==> config.mk <==
export PLATFORM = sky130hd
export DESIGN_NAME = membus_arbiter_flat
export DESIGN_NICKNAME = d
export VERILOG_FILES = /design/src/rtl/membus_arbiter_if.sv /design/src/rtl/membus_arbiter.sv /design/src/flat_wrapper.sv
export SDC_FILE = /design/constraint.sdc
export NUM_CORES = 1
export LEC_CHECK = 0
export BUFFER_PORTS_ARGS = -buffer_cell sky130_fd_sc_hd__buf_4
export CORE_AREA = 2 2 113 115
export DETAILED_ROUTE_END_ITERATION = 7
export DIE_AREA = 0 0 115 117
export PLACE_DENSITY = 0.55
export SKIP_CTS_REPAIR_TIMING = 1
export SLEW_MARGIN = 20
export SYNTH_ARGS = -nofsm -noshare
export SYNTH_HDL_FRONTEND = slang
export SYNTH_SLANG_ARGS = --single-unit
==> constraint.sdc <==
create_clock -name clk -period 2.3 [get_ports clk]
set_clock_uncertainty 0.1 [all_clocks]
set_input_delay 0.575 -clock clk [delete_from_list [all_inputs] [get_ports clk]]
set_output_delay 0.575 -clock clk [all_outputs]
set_load 0.02 [all_outputs]
==> src/rtl/membus_arbiter_if.sv <==
// membus request/response bundle. N lanes of valid/ready/payload share one
// rdata bus; rvalid is per lane. The arbiter takes an N-lane bundle from the
// masters (slave view) and drives a 1-lane bundle to the memory (master view).
interface membus_arbiter_if #(
    parameter int N          = 1,
    parameter int DATA_WIDTH = 32,
    parameter int ADDR_WIDTH = 32
);
    logic [N-1:0]                valid;
    logic [N-1:0]                ready;
    logic [N*ADDR_WIDTH-1:0]     addr;
    logic [N-1:0]                wen;
    logic [N*DATA_WIDTH-1:0]     wdata;
    logic [N*DATA_WIDTH/8-1:0]   wmask;
    logic [N-1:0]                rvalid;
    logic [DATA_WIDTH-1:0]       rdata;

    // Handshake: a request lane transfers on a cycle where valid and ready are
    // both high; the requester holds valid and payload stable until then. Each
    // transfer, read or write, is answered by exactly one rvalid pulse, in order.
    modport master (
        output valid, addr, wen, wdata, wmask,
        input  ready, rvalid, rdata
    );

    modport slave (
        input  valid, addr, wen, wdata, wmask,
        output ready, rvalid, rdata
    );
endinterface

==> src/rtl/membus_arbiter.sv <==
// N-master to 1-slave membus arbiter. Grants one requester per handshake
// (round-robin or fixed priority), holds the grant while the slave stalls,
// and routes in-order responses back through a FIFO of granted master IDs.
module membus_arbiter #(
    parameter int NUM_MASTERS     = 2,
    parameter int DATA_WIDTH      = 32,
    parameter int ADDR_WIDTH      = 32,
    parameter int MAX_OUTSTANDING = 4,
    parameter bit FIXED_PRIORITY  = 1'b0
) (
    input  logic                                 clk,
    input  logic                                 rst_n,
    membus_arbiter_if.slave                      m,
    membus_arbiter_if.master                     s,
    output logic [$clog2(MAX_OUTSTANDING+1)-1:0] outstanding,
    output logic                                 resp_err
);

    localparam int IW = (NUM_MASTERS > 1) ? $clog2(NUM_MASTERS) : 1;
    localparam int CW = $clog2(MAX_OUTSTANDING + 1);
    localparam int WW = DATA_WIDTH / 8;
    // FIFO pointer width; a depth-1 FIFO gets a 2-slot array whose pointers
    // toggle, which behaves as depth 1 because cnt never exceeds 1.
    localparam int PW = (MAX_OUTSTANDING > 1) ? $clog2(MAX_OUTSTANDING) : 1;
    localparam int FD = 1 << PW;

    logic [IW-1:0] rr_ptr_q;
    logic          lock_q;
    logic [IW-1:0] lock_id_q;
    logic [IW-1:0] fifo_q [FD];
    logic [PW-1:0] wr_ptr_q, rd_ptr_q;
    logic [CW-1:0] cnt_q, cnt_d;
    logic          resp_err_q;

    logic [IW-1:0] grant;
    logic [IW-1:0] next_rr;
    logic [IW-1:0] head_id;
    logic          any_valid, full, empty, issue, push, pop;

    // Grant selection: a held grant wins; otherwise search for the winner.
    // Loops run downward so the last match written is the preferred one.
    always_comb begin
        grant = lock_id_q;
        if (!lock_q) begin
            grant = '0;
            if (FIXED_PRIORITY) begin
                for (int i = NUM_MASTERS - 1; i >= 0; i--) begin
                    if (m.valid[i]) grant = IW'(i);
                end
            end else begin
                for (int k = NUM_MASTERS - 1; k >= 0; k--) begin
                    if (m.valid[(int'(rr_ptr_q) + k) % NUM_MASTERS])
                        grant = IW'((int'(rr_ptr_q) + k) % NUM_MASTERS);
                end
            end
        end
    end

    assign any_valid = |m.valid;
    assign full      = (cnt_q == CW'(MAX_OUTSTANDING));
    assign empty     = (cnt_q == '0);
    // Gated by rst_n so nothing is offered to the slave while held in reset.
    assign issue     = rst_n & any_valid & ~full;
    assign push      = issue & s.ready[0];
    assign pop       = s.rvalid[0] & ~empty;
    assign head_id   = fifo_q[rd_ptr_q];
    assign next_rr   = IW'((int'(grant) + 1) % NUM_MASTERS);

    // Issue path: forward the granted master's request slices to the slave.
    assign s.valid[0] = issue;
    assign s.addr     = m.addr[int'(grant)*ADDR_WIDTH +: ADDR_WIDTH];
    assign s.wen[0]   = m.wen[grant];
    assign s.wdata    = m.wdata[int'(grant)*DATA_WIDTH +: DATA_WIDTH];
    assign s.wmask    = m.wmask[int'(grant)*WW +: WW];

    // Accept strobe to the granted master only.
    always_comb begin
        m.ready = '0;
        if (push) m.ready[grant] = 1'b1;
    end

    // Response routing: the FIFO head names the master this response belongs to.
    always_comb begin
        m.rvalid = '0;
        if (pop) m.rvalid[head_id] = 1'b1;
    end

    assign m.rdata = s.rdata;

    // In-flight counter: a simultaneous push and pop leaves it unchanged.
    always_comb begin
        cnt_d = cnt_q;
        case ({push, pop})
            2'b10:   cnt_d = cnt_q + CW'(1);
            2'b01:   cnt_d = cnt_q - CW'(1);
            default: cnt_d = cnt_q;
        endcase
    end

    // Arbitration state, ID FIFO, counter and sticky error flag.
    always_ff @(posedge clk or negedge rst_n) begin
        if (!rst_n) begin
            rr_ptr_q   <= '0;
            lock_q     <= 1'b0;
            lock_id_q  <= '0;
            wr_ptr_q   <= '0;
            rd_ptr_q   <= '0;
            cnt_q      <= '0;
            resp_err_q <= 1'b0;
            for (int i = 0; i < FD; i++) fifo_q[i] <= '0;
        end else begin
            if (push) begin
                fifo_q[wr_ptr_q] <= grant;
                wr_ptr_q         <= wr_ptr_q + PW'(1);
                rr_ptr_q         <= next_rr;
                lock_q           <= 1'b0;
            end else if (issue) begin
                // Slave stalled: freeze the grant so the request it sees is stable.
                lock_q    <= 1'b1;
                lock_id_q <= grant;
            end
            if (pop) rd_ptr_q <= rd_ptr_q + PW'(1);
            cnt_q <= cnt_d;
            if (s.rvalid[0] && empty) resp_err_q <= 1'b1;
        end
    end

    assign outstanding = cnt_q;
    assign resp_err    = resp_err_q;

endmodule

==> src/flat_wrapper.sv <==
// flat-port wrapper written by rule: the top's interface ports become plain ports
module membus_arbiter_flat 
#(
    parameter int NUM_MASTERS     = 2,
    parameter int DATA_WIDTH      = 32,
    parameter int ADDR_WIDTH      = 32,
    parameter int MAX_OUTSTANDING = 4,
    parameter bit FIXED_PRIORITY  = 1'b0
)
  (clk, rst_n, outstanding, resp_err, m_valid, m_addr, m_wen, m_wdata, m_wmask, m_ready, m_rvalid, m_rdata, s_valid, s_addr, s_wen, s_wdata, s_wmask, s_ready, s_rvalid, s_rdata);
  membus_arbiter_if #(.N(2), .DATA_WIDTH(DATA_WIDTH), .ADDR_WIDTH(ADDR_WIDTH)) m_i ();
  membus_arbiter_if #(.N(1), .DATA_WIDTH(DATA_WIDTH), .ADDR_WIDTH(ADDR_WIDTH)) s_i ();
  input  logic clk;
  input  logic rst_n;
  output logic [$clog2(MAX_OUTSTANDING+1)-1:0] outstanding;
  output logic resp_err;
  input wire logic [$bits(m_i.valid)-1:0] m_valid;
  input wire logic [$bits(m_i.addr)-1:0] m_addr;
  input wire logic [$bits(m_i.wen)-1:0] m_wen;
  input wire logic [$bits(m_i.wdata)-1:0] m_wdata;
  input wire logic [$bits(m_i.wmask)-1:0] m_wmask;
  output wire logic [$bits(m_i.ready)-1:0] m_ready;
  output wire logic [$bits(m_i.rvalid)-1:0] m_rvalid;
  output wire logic [$bits(m_i.rdata)-1:0] m_rdata;
  output wire logic [$bits(s_i.valid)-1:0] s_valid;
  output wire logic [$bits(s_i.addr)-1:0] s_addr;
  output wire logic [$bits(s_i.wen)-1:0] s_wen;
  output wire logic [$bits(s_i.wdata)-1:0] s_wdata;
  output wire logic [$bits(s_i.wmask)-1:0] s_wmask;
  input wire logic [$bits(s_i.ready)-1:0] s_ready;
  input wire logic [$bits(s_i.rvalid)-1:0] s_rvalid;
  input wire logic [$bits(s_i.rdata)-1:0] s_rdata;
  assign m_i.valid = m_valid;
  assign m_i.addr = m_addr;
  assign m_i.wen = m_wen;
  assign m_i.wdata = m_wdata;
  assign m_i.wmask = m_wmask;
  assign m_ready = m_i.ready;
  assign m_rvalid = m_i.rvalid;
  assign m_rdata = m_i.rdata;
  assign s_valid = s_i.valid;
  assign s_addr = s_i.addr;
  assign s_wen = s_i.wen;
  assign s_wdata = s_i.wdata;
  assign s_wmask = s_i.wmask;
  assign s_i.ready = s_ready;
  assign s_i.rvalid = s_rvalid;
  assign s_i.rdata = s_rdata;
  membus_arbiter #(.NUM_MASTERS(NUM_MASTERS), .DATA_WIDTH(DATA_WIDTH), .ADDR_WIDTH(ADDR_WIDTH), .MAX_OUTSTANDING(MAX_OUTSTANDING), .FIXED_PRIORITY(FIXED_PRIORITY)) u_core (.clk(clk), .rst_n(rst_n), .m(m_i), .s(s_i), .outstanding(outstanding), .resp_err(resp_err));
endmodule
# Word-level counts from Yosys, hierarchy flattened
# Cells that the tools add are included.
[word_totals] regBits=15
[op_classes] n_addsub=6 bitwise=10 n_eq_ne=3 shifts=3 n_lt_le_gt_ge=9 muxes=25 reduce_logical=9
[ops] op="64-bit by 7-bit indexed part select with 32-bit output" n=2
[ops] op="1-bit 2-to-1 mux" n=17
[ops] op="8-bit by 4-bit indexed part select with 4-bit output" n=1
[ops] op="3-bit greater-or-equal comparator, second input constant" n=2
[ops] op="1-bit by 2-bit < comparator with 1-bit output, second input constant" n=3
[ops] op="2-bit NOT with 3-bit output" n=2
[ops] op="3-bit case mux with 2 select lines" n=1
[ops] op="2-bit by 1-bit adder with 2-bit output, second input constant" n=2
[ops] op="1-bit bitwise AND" n=4
[ops] op="4-bit bitwise mux" n=1
[ops] op="1-bit logical AND" n=4
[ops] op="2-bit 2-to-1 mux" n=2
[ops] op="2-bit nonzero test" n=2
[ops] op="3-bit by 1-bit adder with 3-bit output, second input constant" n=1
[ops] op="3-bit equality test, second input constant" n=1
[ops] op="3-bit zero test" n=1
[ops] op="2-bit by 3-bit < comparator with 1-bit output, second input constant" n=1
[ops] op="3-bit by 1-bit < comparator with 1-bit output, second input constant" n=1
[ops] op="1-bit NOT" n=3
[ops] op="3-bit by 1-bit subtractor with 3-bit output, second input constant" n=1
[ops] op="1-bit adder, second input constant" n=2
[ops] op="1-bit binary-select mux with 2-bit select" n=1
[ops] op="1-bit demux with 1-bit select" n=2
[ops] op="1-bit demux with 2-bit select" n=1
[ops] op="other kinds (6)" n=7

# Longest topological paths before layout
# Gate-level depths: netlist of the first run.
[logic_depth] depth_word=13 ltp_mapped=9 depth_no_buf=8

# Worst setup path before layout of the first run
# No wires, ideal clock.
[synth_timing] path_kind="input to output" startpoint="input port m_valid[0]" endpoint="output port s_addr[30]" slack_ns=-0.070 stages=5 t_required_ns=1.625 t_arrival_ns=1.695 path_cell_list="nor2b_1 o31ai_4 buf_4 buf_4 mux2_1"
[synth_via] elab_chain_cells=7 elab_cells_between_ends=9 cone_classes="shift: 1; mux: 8"
[synth_rtl] item="start, declared" line_no="flat_wrapper.sv:17" rtl="input wire logic [$bits(m_i.valid)-1:0] m_valid;"
[synth_rtl] item="1-bit 2-to-1 mux (implied by the code) (3 in a row)" line_no="membus_arbiter.sv:52" rtl="if (m.valid[(int'(rr_ptr_q) + k) % NUM_MASTERS])"
[synth_rtl] item="1-bit 2-to-1 mux" line_no="membus_arbiter.sv:52"
[synth_rtl] item="1-bit 2-to-1 mux (*)" line_no="membus_arbiter.sv:52"
[synth_rtl] item="1-bit 2-to-1 mux (*)" line_no="membus_arbiter.sv:44" rtl="if (!lock_q) begin"
[synth_rtl] item="64-bit by 7-bit indexed part select with 32-bit output (*)" line_no="membus_arbiter.sv:71" rtl="assign s.addr = m.addr[int'(grant)*ADDR_WIDTH +: ADDR_WIDTH];"
[synth_rtl] item="end, declared" line_no="flat_wrapper.sv:26" rtl="output wire logic [$bits(s_i.addr)-1:0] s_addr;"
# Mark *: on every way between the ends. The rest lies on a longest branch, timed or not. The select of a mux whose other input is x is not followed.

# Worst setup path after layout of the first run
[layout_timing] startpoint="input port m_valid[0]" endpoint="output port s_addr[28]"
# The elaborated chain is that of the path after synthesis.

==> results.md, run 1 <==
Synthesis:
- The mean cell area of the mapped netlist is 10.7 sq um.
- The count of different cell masters after synthesis is 31.
- The number of synthesized register bits is 15.
- Ranked by total cell area, the synthesized netlist is headed by sky130_fd_sc_hd__mux2_2, sky130_fd_sc_hd__dfrtp_1, sky130_fd_sc_hd__buf_4, sky130_fd_sc_hd__mux2_1, sky130_fd_sc_hd__ha_1.
- For this run, the leading register cell type out of synthesis is sky130_fd_sc_hd__dfrtp_1.
- After synthesis, the most frequently instantiated cells are sky130_fd_sc_hd__mux2_2, sky130_fd_sc_hd__buf_4, sky130_fd_sc_hd__mux2_1, sky130_fd_sc_hd__dfrtp_1, sky130_fd_sc_hd__inv_1.
- In the synthesized netlist the async set-or-reset flop fraction comes to 100%.
- The share of the synthesized area in the top cell type is 31.1%.
- The total nets after synthesis is 358.
- The count of flip-flops with a built-in enable after synthesis is 0.
- In this run the cell area of the synthesized design comes to 0.00188 sq mm.
- Among all cell types in the netlist, the one instantiated most often is sky130_fd_sc_hd__mux2_2.
- After synthesis, flip-flops and latches occupy 19.9% of the total area.
- The cell type contributing the most total cell area after synthesis is sky130_fd_sc_hd__mux2_2.
- The gate count after technology mapping is 176.
- The count of warnings emitted by yosys is 0.

Setup path:
- STA classifies the critical path startpoint as an input pin.
- The cell family contributing the most delay on the critical path is buffers and inverters.
- Among all stages on the critical path, the largest delay is contributed by sky130_fd_sc_hd__mux2_2.
- The kind of capture point of the worst setup path is an output port.
- STA puts the critical path data required time at 1.62 ns.
- The classification of the worst setup path is input pin to output port.
- The buffers plus inverters on the worst setup path is 4.
- For this run, the slowest stage of the critical path takes 0.35 ns.
- The data arrival time of the worst path is 1.95 ns.
- The signal on the critical path passes through buf_6 > nor2b_4 > o31ai_4 > buf_6 > buf_12 > mux2_2 > buf_4.
- The highest net fanout along the worst path is 16.
- By instance count, the cell type seen most on the critical path is sky130_fd_sc_hd__buf_6.

Clocking:
- The H-tree depth is 1.
- The clock drives 15 sinks.
- Clock latency on the worst-skew pair, taken at its later pin, is 0.24 ns.
- The tree is rooted in a sky130_fd_sc_hd__clkbuf_16.
- Counting along the longest clock path gives a buffer depth of 2.
- The clock tree from TritonCTS is yes.
- Clock-pin slew was measured on the worst setup and hold paths at 0.05 ns.
- The number of CTS-inserted buffers is 3.

Floorplanning:
- The full die area is 0.0135 sq mm.
- The initial core utilization is 15.3%.
- The region available for standard cell placement spans 0.0123 sq mm.
- The I/O pin count is 286.
- The die span in y is 117 um.
- The die is 115 um wide.
- After floorplanning, the core was divided into 41 placement rows.

Placed design:
- After legalization and detailed placement, the total HPWL measured 7430 um.
- The weighted congestion at the end of routability-driven global placement is 0.654.
- Buffers placed on the I/O ports in this run total 221.
- The cell area after placement is 0.00355 sq mm.
- Prior to clock tree synthesis, the placed netlist has a worst setup slack of -0.423 ns.

Global routing:
- met2 is the most crowded layer.
- The via count of the first global-routing pass is 1,964.
- For met3 alone, demand over resource in global routing was 4.07%.
- The largest net degree at the start of global routing is 46.
- The first global-routing pass estimated 11,000 um of wire.
- The total routing resource utilization after global routing is 10.8%.
- For this run, global-route usage on met1 was measured as 13.8%.
- In the global route stage, met2 resource usage came out at 17.8%.
- The leftover overflow at the end of global routing is 0.
- The initial antenna violation count came to 0.

Detailed routing:
- The count of nets left with antenna violations once routing finished came out at 0.
- The DRC violation count after routing is 0.
- After detailed routing, the average wire length per cell comes to 18.0 um.
- The number of detailed-routing iterations run before antenna repair is 4.
- Summing over every cut layer, the via total after detailed routing is 2,155.
- In this run, the number of DRC markers left after iteration 0 of detailed routing was 55.
- The final routed wirelength across all metal layers is 9620 um.
- After detailed routing, the number of vias per cell comes to 4.04.

Power and ir drop:
- The worst-case IR drop observed on VDD is 0.661 mV.
- The ratio of total power to cell area is 1100 mW/mm^2.
- Total power for the finished layout comes to 4.46 mW.
- The leakage power figure is 2.08 nW.

STA:
- Measured against its own limit, the worst slew margin works out to 82.9%.
- The final setup slack of the worst path is -0.320 ns.
- Subtracting the final worst setup slack from the clock period gives 2.62 ns.
- The final-report max-slew violation count is 0.
- The worst path uses 114% of the clock period.
- Setup repair after global routing could not meet its margin everywhere.
- The total count of hold-check failures in the final report is 0.
- Setup violations remaining at the end of the flow were counted as 71.
- The highest achievable clock rate is 382 MHz.
- At the pin with the least slew margin, the transition time is 0.256 ns.

Layout:
- The post-route netlist has 86.2% of its cells at a drive strength greater than 1.
- The growth of design area from synthesis to finish is 115%.
- The finished cells cover 0.00405 sq mm.
- 0 antenna diodes ended up in the layout.
- The net total in the final layout is 566.

Worst hold path:
- The class of the tightest hold or removal check is input pin to async pin.

Outcome:
- The checks that failed: negative setup slack.
- The run finished, with violations left.

Flow run:
- The max-capacitance violation count is 0.
final timing paths:
kind / start / to / slack, ns / cells after the start
max reg2reg: u_core.outstanding[0] / u_core.outstanding[2] / 0.21 / 8
max: m_valid[0] / s_addr[28] / -0.32 / 7
min reg2reg: u_core.resp_err / u_core.resp_err / 0.38 / 1
max in group asynchronous: rst_n / u_core.outstanding[0] / 1.72 / 2
min: rst_n / u_core.rr_ptr_q / 0.02 / 1
min in group clk: u_core.resp_err / u_core.resp_err / 0.38 / 1
metrics by stage:
stage	setup TNS [ns]	std cells	util, %	hold slack (ns)
2_1_floorplan	-0.310	176	-	0.179
3_3_place_gp	-20.48	517	28.9	0.282
3_5_place_dp	-21.26	517	28.9	0.280
4_1_cts	-21.34	521	29.5	0.0235
5_1_grt	-22.95	533	32.9	0.0224
6_report	-19.08	533	32.9	0.0245
layer usage:
metal	vias to the layer above	routed length, um
met5	-	0
met4	0	29
met3	4	1110
met2	139	4600
met1	1013	3870
li1	999	-
final cells by class:
| cell class | count | area [sq um] |
|---|---|---|
| Fill cell | 1279 | 8260 |
| Timing Repair Buffer | 244 | 2070 |
| Clock buffer | 3 | 75.1 |
| Multi-Input combinational cell | 113 | 1310 |
| Clock inverter | 1 | 5.00 |
| Sequential cell | 15 | 377 |
| Tap cell | 150 | 188 |
| Inverter | 7 | 26.3 |
cells by family (layout without fill, tap and decap cells):
| logic type | after synthesis | count (layout) | synth area share, % |
|---|---|---|---|
| buffers and inverters | 48 | 255 | 17.5 |
| AND/OR/NAND/NOR | 17 | 17 | 4.98 |
| adder cells (fa/ha/maj) | 6 | 6 | 4.38 |
| XOR/XNOR | 6 | 6 | 2.79 |
| AO/OA/AOI/OAI | 6 | 6 | 3.19 |
| flip-flops | 15 | 15 | 19.9 |
| multiplexers | 78 | 78 | 47.3 |
worst reg2reg max path, cell delays in order (launching register included):
cell and delay, ns:
sky130_fd_sc_hd__dfrtp_2 0.41, sky130_fd_sc_hd__or3b_1 0.42, sky130_fd_sc_hd__nand2_2 0.09, sky130_fd_sc_hd__ha_1 0.17, sky130_fd_sc_hd__inv_1 0.06, sky130_fd_sc_hd__fa_1 0.37
sky130_fd_sc_hd__xor2_1 0.15, sky130_fd_sc_hd__nor2_1 0.11, sky130_fd_sc_hd__xor2_1 0.15
layout by cell type, fill, tap and decap left out, drive strengths merged, types with 2 or more instances in the layout:
cell type and instances:
clkbuf 7, inv 7, ha 5, buf 240
nand3 4, nor2 2, dfrtp 15, nand2 3
nor2b 4, xor2 3, mux2i 2, mux2 75
xnor2 3
registers in the layout (all words and copies together), names as in the netlist:
signal	flops
u_core.fifo_q	4
u_core.outstanding	3
u_core.rd_ptr_q	2
u_core.wr_ptr_q	2
u_core.lock_id_q	1
u_core.lock_q	1
u_core.resp_err	1
u_core.rr_ptr_q	1
report_power, final:
| part | internal (mW) | total, mW | switching, mW | leakage, nW |
|---|---|---|---|---|
| clock | 0.232 | 0.339 | 0.107 | 0.0409 |
| sequential | 0.399 | 0.498 | 0.0992 | 0.176 |
| combinational | 1.98 | 3.63 | 1.64 | 1.86 |
(Power assumes the default switching activity.)
==> run 2, diff against run 1 <==
==> constraint.sdc (replaced) <==
create_clock -name clk -period 2.3 [get_ports clk]
set_clock_uncertainty 0.1 [all_clocks]
set_input_delay 0.115 -clock clk [delete_from_list [all_inputs] [get_ports clk]]
set_output_delay 0.115 -clock clk [all_outputs]
set_load 0.02 [all_outputs]
==> results.md, run 2 (synthesis gave the netlist of run 1 again) <==
Layout:
- The count of inserted antenna diode cells is 0 (unchanged).
- The net total in the final layout is 555 (-1.9%).
- The share of final-layout standard cells stronger than drive strength 1 came to 79.3% (-6.9 points).
- The library cell used most frequently in the layout, excluding fill and tap cells, is sky130_fd_sc_hd__buf_4.
- The cell area after layout is 0.00365 sq mm (-9.9%).
- The flip-flop count of the largest register after layout is 4 (unchanged).
- From synthesis to final layout, the design area changed by 93.6%.
- The largest register by flop count is u_core.fifo_q.
- The final core area utilization is 29.6% (-3.3 points).
- The number of inserted filler cells in the final layout came to 1,300 (+1.6%).
- Leaving out fill and tap cells, the most frequent cells in the layout are sky130_fd_sc_hd__buf_4, sky130_fd_sc_hd__mux2_2, sky130_fd_sc_hd__mux2_1, sky130_fd_sc_hd__dfrtp_1, sky130_fd_sc_hd__inv_1.

Setup path:
- The number of cells on the worst reg-to-reg path was 8 (unchanged).
- The critical path goes through o31ai_4 > buf_12 > buf_4 > mux2_2 > buf_4.
- The required time at the worst-slack endpoint is 2.09 ns (+0.47 ns).
- The critical path launch point type is a flop.
- The worst reg-to-reg setup slack is 0.17 ns (-0.04 ns).
- The terminus of the critical flop-to-flop path is u_core.outstanding[2].
- Among all stages on the critical path, the largest delay is contributed by sky130_fd_sc_hd__dfrtp_1.
- In this run the critical register-to-register path is launched from u_core.outstanding[0].
- The highest net fanout along the worst path was 23 (+7).
- The data arrival time of the worst path came to 1.96 ns (about the same).
- The worst stage delay on the critical path was 0.41 ns (+0.06 ns).
- The worst setup path is captured at an output port.
- The classification of the worst setup path is flop to output port.
- The most frequent cell on the critical path is sky130_fd_sc_hd__buf_4.

Placed design:
- The weighted congestion at the end of routability-driven global placement is 0.665 (+1.7%).
- The count of buffers inserted at the top-level ports is 221 (unchanged).
- The cell area after placement is 0.00354 sq mm (-0.28%).
- The half-perimeter wire length after placement was 7280 um (-2.1%).

Worst hold path:
- The worst hold path begins at s_rdata[19].
- The class of the tightest hold or removal check is input pin to output port.
- The worst hold path depth is 0.
- The hold path endpoint is m_rdata[19].

Outcome:
- The run finished with clean final reports.

STA:
- The part of the cycle the worst path needs is 94.7% (-19 points).
- The final hold slack is 0.130 ns (+0.106 ns).
- The highest achievable clock rate is 459 MHz (+20%).
- The total count of hold-check failures in the final report is 0 (unchanged).
- The worst-margin pin slew is 0.711 ns (+0.455 ns).
- The worst relative slew slack is 52.5% (-30 points).
- The final-report max-slew violation count was 0 (unchanged).
- The aggregate negative setup slack was 0 ns (+19.08 ns).
- Setup repair after global routing left no endpoint under its margin.
- The number of setup violations in the final report is 0 (-100%).
- The clock period minus worst slack is 2.18 ns (-0.442 ns).

Detailed routing:
- The average wire length per cell after detail routing is 15.9 um (-12%).
- The residual antenna-violating net count after detailed routing was 0 (unchanged).
- The initial detailed-routing violation count was 32 (-42%).
- The DRC violation count after routing was 0 (unchanged).
- The final routed wirelength across all metal layers came to 8290 um (-14%).
- The via density per instance came to 3.96 (-2.2%).
- The number of detailed-routing iterations run before antenna repair came to 4 (unchanged).
- The detailed-route via count was 2,065 (-4.2%).

Global routing:
- The largest net degree at the start of global routing is 24 (-48%).
- The via count of the first global-routing pass was 1,984 (+1.0%).
- The initial antenna violation count came to 0 (unchanged).
- The total routing resource utilization after global routing is 10.4% (-0.34 points).
- The global-route wire length before repair is 10,800 um (-1.6%).
- The leftover overflow at the end of global routing is 0 (unchanged).

Clocking:
- The buffer depth of the longest clock path was 2 (unchanged).
- The CTS clock-pin slew for the worst setup and hold paths was 0.05 ns (about the same).
- The tree is rooted in a sky130_fd_sc_hd__clkbuf_16.
- The total number of clock tree sinks came to 15 (unchanged).
- The H-tree depth is 1 (unchanged).
- The clock latency on the worst-skew pair is 0.24 ns (about the same).
- TritonCTS built the clock tree.
- The number of CTS-inserted buffers came to 3 (unchanged).

Power and ir drop:
- The worst IR drop on VDD is 0.772 mV (+17%).
- The ratio of total power to cell area is 1040 mW/mm^2 (-5.6%).
- The leakage power figure was 1.82 nW (-12%).
- The overall power consumption came to 3.79 mW (-15%).

Floorplanning:
- The die span in x came to 115 um (unchanged).
- The number of cell rows is 41 (unchanged).
- The I/O pin count came to 286 (unchanged).
- The area inside the core boundary is 0.0123 sq mm (unchanged).
- The initial core utilization was 15.3% (unchanged).
- The die span in y is 117 um (unchanged).
- The full die area is 0.0135 sq mm (unchanged).

Flow run:
- The max-capacitance violation count is 0 (unchanged).
-- run 2: cell count changes in the layout (fill, tap and decap cells not counted), moves of 2 or more --
cell                            before  now
sky130_fd_sc_hd__mux2_1              0   22
sky130_fd_sc_hd__buf_4             202  228
sky130_fd_sc_hd__mux2_4             34    1
sky130_fd_sc_hd__clkbuf_16           7    3
sky130_fd_sc_hd__dlygate4sd3_1       0    2
sky130_fd_sc_hd__mux2_2             41   52
sky130_fd_sc_hd__buf_6              35    0
-- run 2: worst max path at each step --
stage	from	end
finish	u_core.lock_q	s_wdata[2]
global route	u_core.lock_q	s_wdata[4]
CTS	u_core.lock_q	s_wdata[2]
detailed placement	u_core.outstanding[0]	u_core.outstanding[2]
global placement	u_core.outstanding[0]	u_core.outstanding[2]
floorplan	u_core.outstanding[2]	u_core.outstanding[2]
-- run 2: area by class of cell --
type / count / area [sq um] / area share, %
multi-input combinational: 113 / 1180 / 32.5
tap: 150 / 188 / 5.15
clock buffer: 3 / 75.1 / 2.06
timing repair buffer: 233 / 1790 / 49.1
clock inverter: 1 / 5.00 / 0.137
inverter: 7 / 26.3 / 0.720
sequential: 15 / 377 / 10.3
-- run 2: per-layer routing --
metal / GRT usage [%] / part of all wire, % / vias up
met1: 13.6 / 40 / 965
met4: 1.20 / 0.17 / 0
met5: 0 / 0 / -
met2: 18.2 / 52 / 120
met3: 2.32 / 8.6 / 2
li1: - / - / 978
-- run 2: worst max-delay path, delay by kind of cell (launching register included) --
kind	cells	cell delay (ns)
multiplexers	1	0.35
flip-flops	1	0.41
buffers and inverters	3	0.60
AO/OA/AOI/OAI	1	0.35
-- run 2: power breakdown --
part	leakage (nW)	switching (mW)	internal [mW]
clock	0.0409	0.104	0.232
combinational	1.61	1.42	1.52
sequential	0.176	0.117	0.399
-- run 2: through the flow --
| stage | setup slack [ns] | cells |
|---|---|---|
| after floorplan | 0.0115 | 176 |
| after global placement | 0.209 | 516 |
| after detailed placement | 0.149 | 516 |
| after CTS | 0.110 | 520 |
| after global routing | 0.00587 | 522 |
| final | 0.122 | 522 |
